File: src/rtl/alu_seq.sv
// Multi-cycle ALU for a RiSC-16 style execute stage. It has six single-cycle
// operations, an iterative shift-add multiplier (MULL/MULH) and registered flags.
module alu_seq #(
    parameter int p_WORD_LEN = 16
) (
    input  logic                  i_clk,
    input  logic                  i_rst_n,
    input  logic                  i_valid,
    input  logic [2:0]            i_op,
    input  logic [p_WORD_LEN-1:0] i_ina,
    input  logic [p_WORD_LEN-1:0] i_inb,
    output logic                  o_ready,
    output logic                  o_valid,
    output logic [p_WORD_LEN-1:0] o_out,
    output logic                  o_eq,
    output logic                  o_zero,
    output logic                  o_carry
);

    localparam int W     = p_WORD_LEN;
    localparam int SH_W  = $clog2(W);
    localparam int CNT_W = SH_W + 1;

    localparam logic [2:0] OP_ADD  = 3'd0;
    localparam logic [2:0] OP_NAND = 3'd1;
    localparam logic [2:0] OP_SUB  = 3'd2;
    localparam logic [2:0] OP_XOR  = 3'd3;
    localparam logic [2:0] OP_SHL  = 3'd4;
    localparam logic [2:0] OP_SHR  = 3'd5;
    localparam logic [2:0] OP_MULL = 3'd6;
    localparam logic [2:0] OP_MULH = 3'd7;

    typedef enum logic {
        ST_IDLE = 1'b0,
        ST_MUL  = 1'b1
    } state_t;

    state_t              state_r;
    logic                ready_r;
    logic                valid_r;
    logic [W-1:0]        out_r;
    logic                eq_r;
    logic                zero_r;
    logic                carry_r;

    logic [2*W-1:0]      mcand_r;
    logic [W-1:0]        mplier_r;
    logic [2*W-1:0]      acc_r;
    logic [CNT_W-1:0]    cnt_r;
    logic                mulh_r;
    logic                eq_pend_r;

    logic [W:0]          sum_s;
    logic [SH_W-1:0]     shamt_s;
    logic [W-1:0]        alu_res_s;
    logic                alu_carry_s;
    logic                mul_op_s;
    logic [2*W-1:0]      acc_next_s;
    logic [W-1:0]        mul_res_s;
    logic                last_iter_s;

    // Single-cycle datapath, evaluated on the live request inputs
    always_comb begin
        sum_s       = {1'b0, i_ina} + {1'b0, i_inb};
        shamt_s     = i_inb[SH_W-1:0];
        alu_res_s   = '0;
        alu_carry_s = 1'b0;
        case (i_op)
            OP_ADD: begin
                alu_res_s   = sum_s[W-1:0];
                alu_carry_s = sum_s[W];
            end
            OP_NAND: alu_res_s = ~(i_ina & i_inb);
            OP_SUB: begin
                alu_res_s   = i_ina - i_inb;
                alu_carry_s = (i_ina < i_inb);
            end
            OP_XOR:  alu_res_s = i_ina ^ i_inb;
            OP_SHL:  alu_res_s = i_ina << shamt_s;
            OP_SHR:  alu_res_s = i_ina >> shamt_s;
            default: begin
                alu_res_s   = '0;
                alu_carry_s = 1'b0;
            end
        endcase
    end

    // Multiplier step; the final iteration's partial product is folded in
    // here so the result can be registered on the same edge
    always_comb begin
        mul_op_s    = (i_op == OP_MULL) || (i_op == OP_MULH);
        acc_next_s  = mplier_r[0] ? (acc_r + mcand_r) : acc_r;
        mul_res_s   = mulh_r ? acc_next_s[2*W-1:W] : acc_next_s[W-1:0];
        last_iter_s = (cnt_r == CNT_W'(W - 1));
    end

    // Control FSM with registered result, flags and handshake outputs
    always_ff @(posedge i_clk or negedge i_rst_n) begin
        if (!i_rst_n) begin
            state_r   <= ST_IDLE;
            ready_r   <= 1'b1;
            valid_r   <= 1'b0;
            out_r     <= '0;
            eq_r      <= 1'b0;
            zero_r    <= 1'b0;
            carry_r   <= 1'b0;
            mcand_r   <= '0;
            mplier_r  <= '0;
            acc_r     <= '0;
            cnt_r     <= '0;
            mulh_r    <= 1'b0;
            eq_pend_r <= 1'b0;
        end else begin
            valid_r <= 1'b0;
            case (state_r)
                ST_IDLE: begin
                    if (i_valid && mul_op_s) begin
                        mcand_r   <= {{W{1'b0}}, i_ina};
                        mplier_r  <= i_inb;
                        acc_r     <= '0;
                        cnt_r     <= '0;
                        mulh_r    <= (i_op == OP_MULH);
                        eq_pend_r <= (i_ina == i_inb);
                        ready_r   <= 1'b0;
                        state_r   <= ST_MUL;
                    end else if (i_valid) begin
                        out_r   <= alu_res_s;
                        eq_r    <= (i_ina == i_inb);
                        zero_r  <= (alu_res_s == '0);
                        carry_r <= alu_carry_s;
                        valid_r <= 1'b1;
                    end else begin
                        state_r <= ST_IDLE;
                    end
                end
                ST_MUL: begin
                    acc_r    <= acc_next_s;
                    mcand_r  <= mcand_r << 1'b1;
                    mplier_r <= mplier_r >> 1'b1;
                    cnt_r    <= cnt_r + CNT_W'(1);
                    if (last_iter_s) begin
                        out_r   <= mul_res_s;
                        eq_r    <= eq_pend_r;
                        zero_r  <= (mul_res_s == '0);
                        carry_r <= 1'b0;
                        valid_r <= 1'b1;
                        ready_r <= 1'b1;
                        state_r <= ST_IDLE;
                    end else begin
                        state_r <= ST_MUL;
                    end
                end
                default: begin
                    state_r <= ST_IDLE;
                    ready_r <= 1'b1;
                end
            endcase
        end
    end

    assign o_ready = ready_r;
    assign o_valid = valid_r;
    assign o_out   = out_r;
    assign o_eq    = eq_r;
    assign o_zero  = zero_r;
    assign o_carry = carry_r;

endmodule

File: config.mk
export PLATFORM = sky130hd
export DESIGN_NAME = alu_seq
export DESIGN_NICKNAME = d
export VERILOG_FILES = /design/src/rtl/alu_seq.sv
export SDC_FILE = /design/constraint.sdc
export NUM_CORES = 1
export LEC_CHECK = 0
export ABC_AREA = 0
export CORE_ASPECT_RATIO = 0.9
export CORE_UTILIZATION = 33
export DETAILED_ROUTE_END_ITERATION = 7
export PLACE_DENSITY = 0.6
export REMOVE_ABC_BUFFERS = 1
export SLEW_MARGIN = 20
export SYNTH_ARGS = -nofsm -noshare
export SYNTH_HDL_FRONTEND = slang
export SYNTH_SLANG_ARGS = --single-unit
File: constraint.sdc
create_clock -name i_clk -period 3.55 [get_ports i_clk]
set_input_delay 0.8875 -clock i_clk [delete_from_list [all_inputs] [get_ports i_clk]]
set_output_delay 0.8875 -clock i_clk [all_outputs]
set_load 0.03 [all_outputs]
==> impl_metrics.yaml, run 1 <==
status:
  outcome: "finished with violations"
  failed_checks: "setup timing"
sta:
  fin_ws_ns: -0.0490
  layout_min_cycle_time_ns: 3.60
  tightest_slew_ns: 0.952
  fin_setup_tns_ns: -0.0490
  hold_viol_final: 0
  setup_viol: 1
  timing.fmax_mhz: 278
  maxSlewHeadroom_pct: 36.5
  fin_hold_ws_ns: 0.465
  finalClockSkew_ns: 0.0163
  drv_slew: 0
  fin_crit_sh_pct: 101
  rsz0062_at_grt: "yes"
grt:
  grt-ovfl-total: 0
  antenna_found_initial: 0
  grt_pass1_vias: 11000
  grt_max_degree: 102
  grt_usage_pct: 26.5
  grt_pass1_wl_um: 66900
detailed_routing:
  vias: 11700
  drtPass1Iterations: 6
  via_per_inst: 5.78
  routed_wl_um: 44000
  drt_iter0_markers: 1081
  wl_per_cell_um: 21.7
  drtAntennaViolNets: 0
  drcViolationCount: 0
setup_path:
  crit_fanout: 10
  cp.arrival_ns: 3.90
  crit_required_ns: 3.86
  worstSetupPathType: "in -> reg"
  startpoint_type: "input pin"
  critPathCaptureType: "flop"
cts:
  hold_buffers: 0
  clkTransAtPathRegs_ns: 0.08
  cts_sinks: 109
  cts.path.max_buffers: 2
  htree_levels: 3
  cts_buffers: 9
  clk_latency_ns: 0.38
  cts_tree: "built"
  cts-root-buf: "clkbuf_16"
power:
  cellPowerDensity_nw_per_um2: 588
  p_leak_nw: 6.63
  vdd_drop_max_mv: 0.477
min_path:
  hold_path_class: "reg -> reg"
die:
  io_pins: 59
  fp.dieH_um: 173
  initial_core_util_pct: 33.5
  coreArea_um2: 31900
  dieArea_um2: 33100
  die_w_um: 192
  rows: 62
yosys:
  netlist_instances: 1337
  yosysWarnings: 0
  syn-cell-area_um2: 10700
  async_flop_share_pct: 100
  yosysSeqAreaShare_pct: 25.5
  syn_avg_cell_area_um2: 8.00
  ys_seq_elements: 109
  synthFlopType: "dfrtp_1"
  synth_cell_types: 82
  synth-edff-count: 0
finish:
  area_growth_pct: 35.4
  drive_gt1_share_pct: 26.6
  antenna_cells: 0
  fin_nets: 1713
run:
  drv_cap: 0
placed_design:
  gp_congestion: 1.00
  io_buffer_count: 58
  dp_hpwl_um: 34100
-- stage by stage --
stage	area (um^2)	total power, mW	instances	util (%)	setup WS (ns)
4_1_cts	14100	8.37	2016	44.3	-0.0480
6_report	14500	8.51	2026	45.4	-0.0490
3_5_place_dp	13500	7.21	1993	42.5	-1.02
2_1_floorplan	10300	5.09	1241	-	-1.23
3_3_place_gp	13500	7.13	1993	42.5	-1.03
5_1_grt	14500	9.09	2026	45.4	-0.121
-- state kept, by name (all words and copies together) (netlist names), 5 cells and up --
name,cells
acc_r,32
mcand_r,32
mplier_r,16
o_out,16
cnt_r,5
-- critical path: stages --
cell             delay (ns)
clkdlybuf4s50_1        0.58
buf_4                  0.27
nand4_1                0.21
buf_4                  0.16
o32ai_1                0.10
a211o_1                0.34
nand4b_1               0.18
or3_1                  0.38
or4_4                  0.46
nor4_4                 0.13
a32oi_1                0.12
nand2_1                0.08
-- layout by cell type, fill, tap and decap left out, types with 11 or more instances in the layout --
cell type	Yosys	layout
a211oi_1	18	16
a21o_1	15	15
a21oi_1	95	86
and3_1	14	13
buf_4	1	284
clkbuf_16	0	11
clkdlybuf4s50_1	0	35
dfrtp_1	108	106
ha_1	67	57
inv_1	48	47
mux2_2	19	19
mux2i_1	97	95
mux4_2	11	11
nand2_1	184	184
nand3_1	28	27
nand4_1	16	16
nor2_1	79	79
nor2b_1	12	12
nor3_1	24	21
o211ai_1	13	13
o21ai_0	144	135
xnor2_1	27	26
xor2_1	11	11
-- layout make-up --
| class | instances | area (um^2) |
|---|---|---|
| Fill cell | 3177 | 17400 |
| Multi-Input combinational cell | 1083 | 7790 |
| Timing Repair Buffer | 353 | 2940 |
| Sequential cell | 109 | 2730 |
| Tap cell | 416 | 520 |
| Clock buffer | 9 | 225 |
| Inverter | 49 | 185 |
| Clock inverter | 7 | 87.6 |
-- final timing paths --
kind,cells past startpoint,slack [ns],start,to
min reg2reg,2,0.46,o_ready,o_ready
max in group asynchronous,2,2.18,i_rst_n,o_ready
min,2,0.46,o_ready,o_ready
min in group asynchronous,1,0.52,i_rst_n,mcand_r[26]
max,12,-0.05,i_op[0],o_zero
max reg2reg,14,0.09,mcand_r[0],o_zero
-- repair_timing --
| item | 4_1_cts | 5_1_grt |
|---|---|---|
| resized for setup | 70 | 51 |
| pin swaps | 10 | 27 |
| setup endpoints to repair | 12 | 7 |
| setup buffers | 6 | 10 |
| gates cloned | 1 | 2 |
-- cell usage after synthesis (all sizes together), types with 16 or more instances --
cell | instances | area, um^2
nand2 | 184 | 691
o21ai | 145 | 726
dfrtp | 108 | 2700
mux2i | 97 | 971
a21oi | 96 | 484
nor2 | 79 | 297
clkbuf | 69 | 259
ha | 67 | 838
inv | 48 | 180
nand3 | 28 | 140
buf | 27 | 136
xnor2 | 27 | 236
nor3 | 24 | 120
mux2 | 19 | 214
a211oi | 18 | 135
nand4 | 16 | 100
-- logic make-up after synthesis --
| group | share of synthesized area [%] |
|---|---|
| AOI/OAI and AO/OA | 25.7 |
| xor gates and xnor gates | 3.11 |
| adders and majority gates | 8.40 |
| buffers and inverters | 5.42 |
| DFF | 25.5 |
| muxes | 13.4 |
| and+or+nand+nor | 18.4 |
-- per-layer routing --
layer	up-vias	track usage, %	part of all wire (%)
li1	5483	-	-
met1	5742	41.6	50
met3	40	2.78	6.6
met4	0	6.25	1.9
met5	-	0	0
met2	436	37.9	42
-- power by group --
group / internal (mW) / switching (mW) / total [mW]
Clock: 0.511 / 0.577 / 1.09
Combinational: 2.19 / 3.01 / 5.20
Sequential: 1.71 / 0.512 / 2.23
Note: power is estimated with default switching activity, not from simulation.
==> run 2, diff against run 1 <==
PLACE_DENSITY = 0.62   (was 0.6)
clock period = 3.3 ns   (was 3.55 ns; I/O delays follow)
==> impl_metrics.yaml, run 2 (same netlist as run 1, synthesis figures left out) <==
grt:
  grt_max_degree: 67
  grt_pass1_wl_um: 66500
  grt_usage_pct: 25.9
  grt_pass1_vias: 11400
  grt-ovfl-total: 0
  antenna_found_initial: 0
finish:
  reg_top3: "acc_r: 32 flops, mcand_r: 32 flops"
  final_util_pct: 47.7
  mostFrequentLayoutCell: "buf_4"
  fin_cells: 2081
  fillers: 3104
  seq_area_um2: 2730
  area_growth_pct: 42.1
  mostFrequentLayoutCells: "buf_4 (332), nand2_1 (183), o21ai_0 (132), dfrtp_1 (106), mux2i_1 (94)"
  antenna_cells: 0
  fin_nets: 1768
  drive_gt1_share_pct: 31.8
  multiInputGateArea_um2: 8090
status:
  failed_checks: "setup timing"
  outcome: "finished with violations"
die:
  io_pins: 59
  die_w_um: 192
  fp.dieH_um: 173
  dieArea_um2: 33100
  initial_core_util_pct: 33.5
  coreArea_um2: 31900
  rows: 62
detailed_routing:
  via_per_inst: 5.74
  drt_iter0_markers: 1267
  drtPass1Iterations: 7
  vias: 11900
  drtAntennaViolNets: 0
  routed_wl_um: 43300
  wl_per_cell_um: 20.8
  drcViolationCount: 0
sta:
  drv_slew: 0
  fin_crit_sh_pct: 104
  fin_setup_tns_ns: -0.140
  setup_viol: 1
  timing.fmax_mhz: 291
  fin_ws_ns: -0.140
  rsz0062_at_grt: "yes"
  layout_min_cycle_time_ns: 3.44
  hold_viol_final: 0
  tightest_slew_ns: 0.639
  maxSlewHeadroom_pct: 57.4
  finalClockSkew_ns: 0.0168
setup_path:
  r2r_start: "mcand_r[0]"
  path_depth: 10
  worstPathCellList: "clkdlybuf4s50_1 > mux4_2 > buf_4 > a31oi_1 > or4bb_1 > or3_1 > or4_4 > nor4_4 > a32oi_1 > nand2_1"
  worst_path_max_delay_cell: "mux4_2"
  crit_required_ns: 3.62
  crit_family: "simple AND/OR/NAND/NOR gates"
  crit_path_end: "o_zero"
  timing.rr.end: "o_zero"
  worstSetupPathType: "in -> reg"
  cp.arrival_ns: 3.76
  critPathCaptureType: "flop"
  startpoint_type: "input pin"
  max_stage_delay_ns: 0.57
  startpoint: "i_ina[15]"
  worst-path-buf-inv: 2
  crit_fanout: 3
  rr_worst_depth: 12
  reg2reg_slack_ns: -0.13
power:
  p_leak_nw: 6.98
  p_total_mw: 9.69
  cellPowerDensity_nw_per_um2: 637
  vdd_drop_max_mv: 0.496
placed_design:
  io_buffer_count: 58
  placed_cells: 2040
  dp_hpwl_um: 33400
  gp_congestion: 0.981
cts:
  cts_tree: "built"
  clk_latency_ns: 0.38
  clkTransAtPathRegs_ns: 0.08
  cts_buffers: 9
  cts_sinks: 109
  hold_buffers: 0
  htree_levels: 3
  cts.path.max_buffers: 2
  cts-root-buf: "clkbuf_16"
min_path:
  hold_path_class: "in -> async"
run:
  drv_cap: 0
-- run 2: changes by cell type in the layout (fill, tap and decap cells not counted), sizes merged --
cell | before | now
clkbuf | 11 | 14
inv | 51 | 49
bufinv | 0 | 1
clkdlybuf4s50 | 35 | 29
dlygate4sd2 | 10 | 8
buf | 297 | 357
bufbuf | 1 | 0
clkdlybuf4s15 | 2 | 5
clkinv | 4 | 3
-- run 2: worst min-delay path by stage --
stage                  endpoint  slack [ns]  cells after the start
floorplan           mplier_r[0]        0.45                      2
global placement        o_ready        0.45                      2
detailed placement      o_ready        0.46                      2
CTS                   acc_r[29]        0.47                      1
global route          acc_r[29]        0.48                      1
finish                acc_r[29]        0.45                      1
-- run 2: repair_timing --
action | in CTS | in global routing
pin swaps | 24 | 31
setup buffers | 16 | 9
setup endpoints to repair | 14 | 16
gates resized for setup | 129 | 87
-- run 2: area by class of cell --
| class | instances | share of cell area (%) |
|---|---|---|
| Timing Repair Buffer | 408 | 22.0 |
| Tap cell | 416 | 3.43 |
| Clock inverter | 5 | 0.469 |
| Clock buffer | 11 | 1.60 |
| Inverter | 49 | 1.23 |
| Multi-Input combinational cell | 1083 | 53.2 |
| Sequential cell | 109 | 18.0 |
-- run 2: power by group --
part           switching [mW]  internal [mW]  total (mW)
registers               0.481           1.84        2.32
clock network           0.573          0.621        1.19
logic                    3.46           2.71        6.17
-- run 2: per-stage QoR --
step	instance area [um^2]	hold slack, ns	setup WS, ns
after floorplan	10300	0.453	-1.48
after global routing	15200	0.481	-0.173
after global placement	13900	0.451	-1.16
after detailed placement	13900	0.461	-1.30
final	15200	0.446	-0.140
after CTS	14800	0.472	-0.200
-- run 2: per-layer routing --
metal,vias to the layer above,global-route usage [%],wire [um]
li1,5598,-,-
met1,5809,39.4,20800
met2,473,37.3,18300
met3,61,3.55,3250
met4,0,8.17,1030
met5,-,0,0
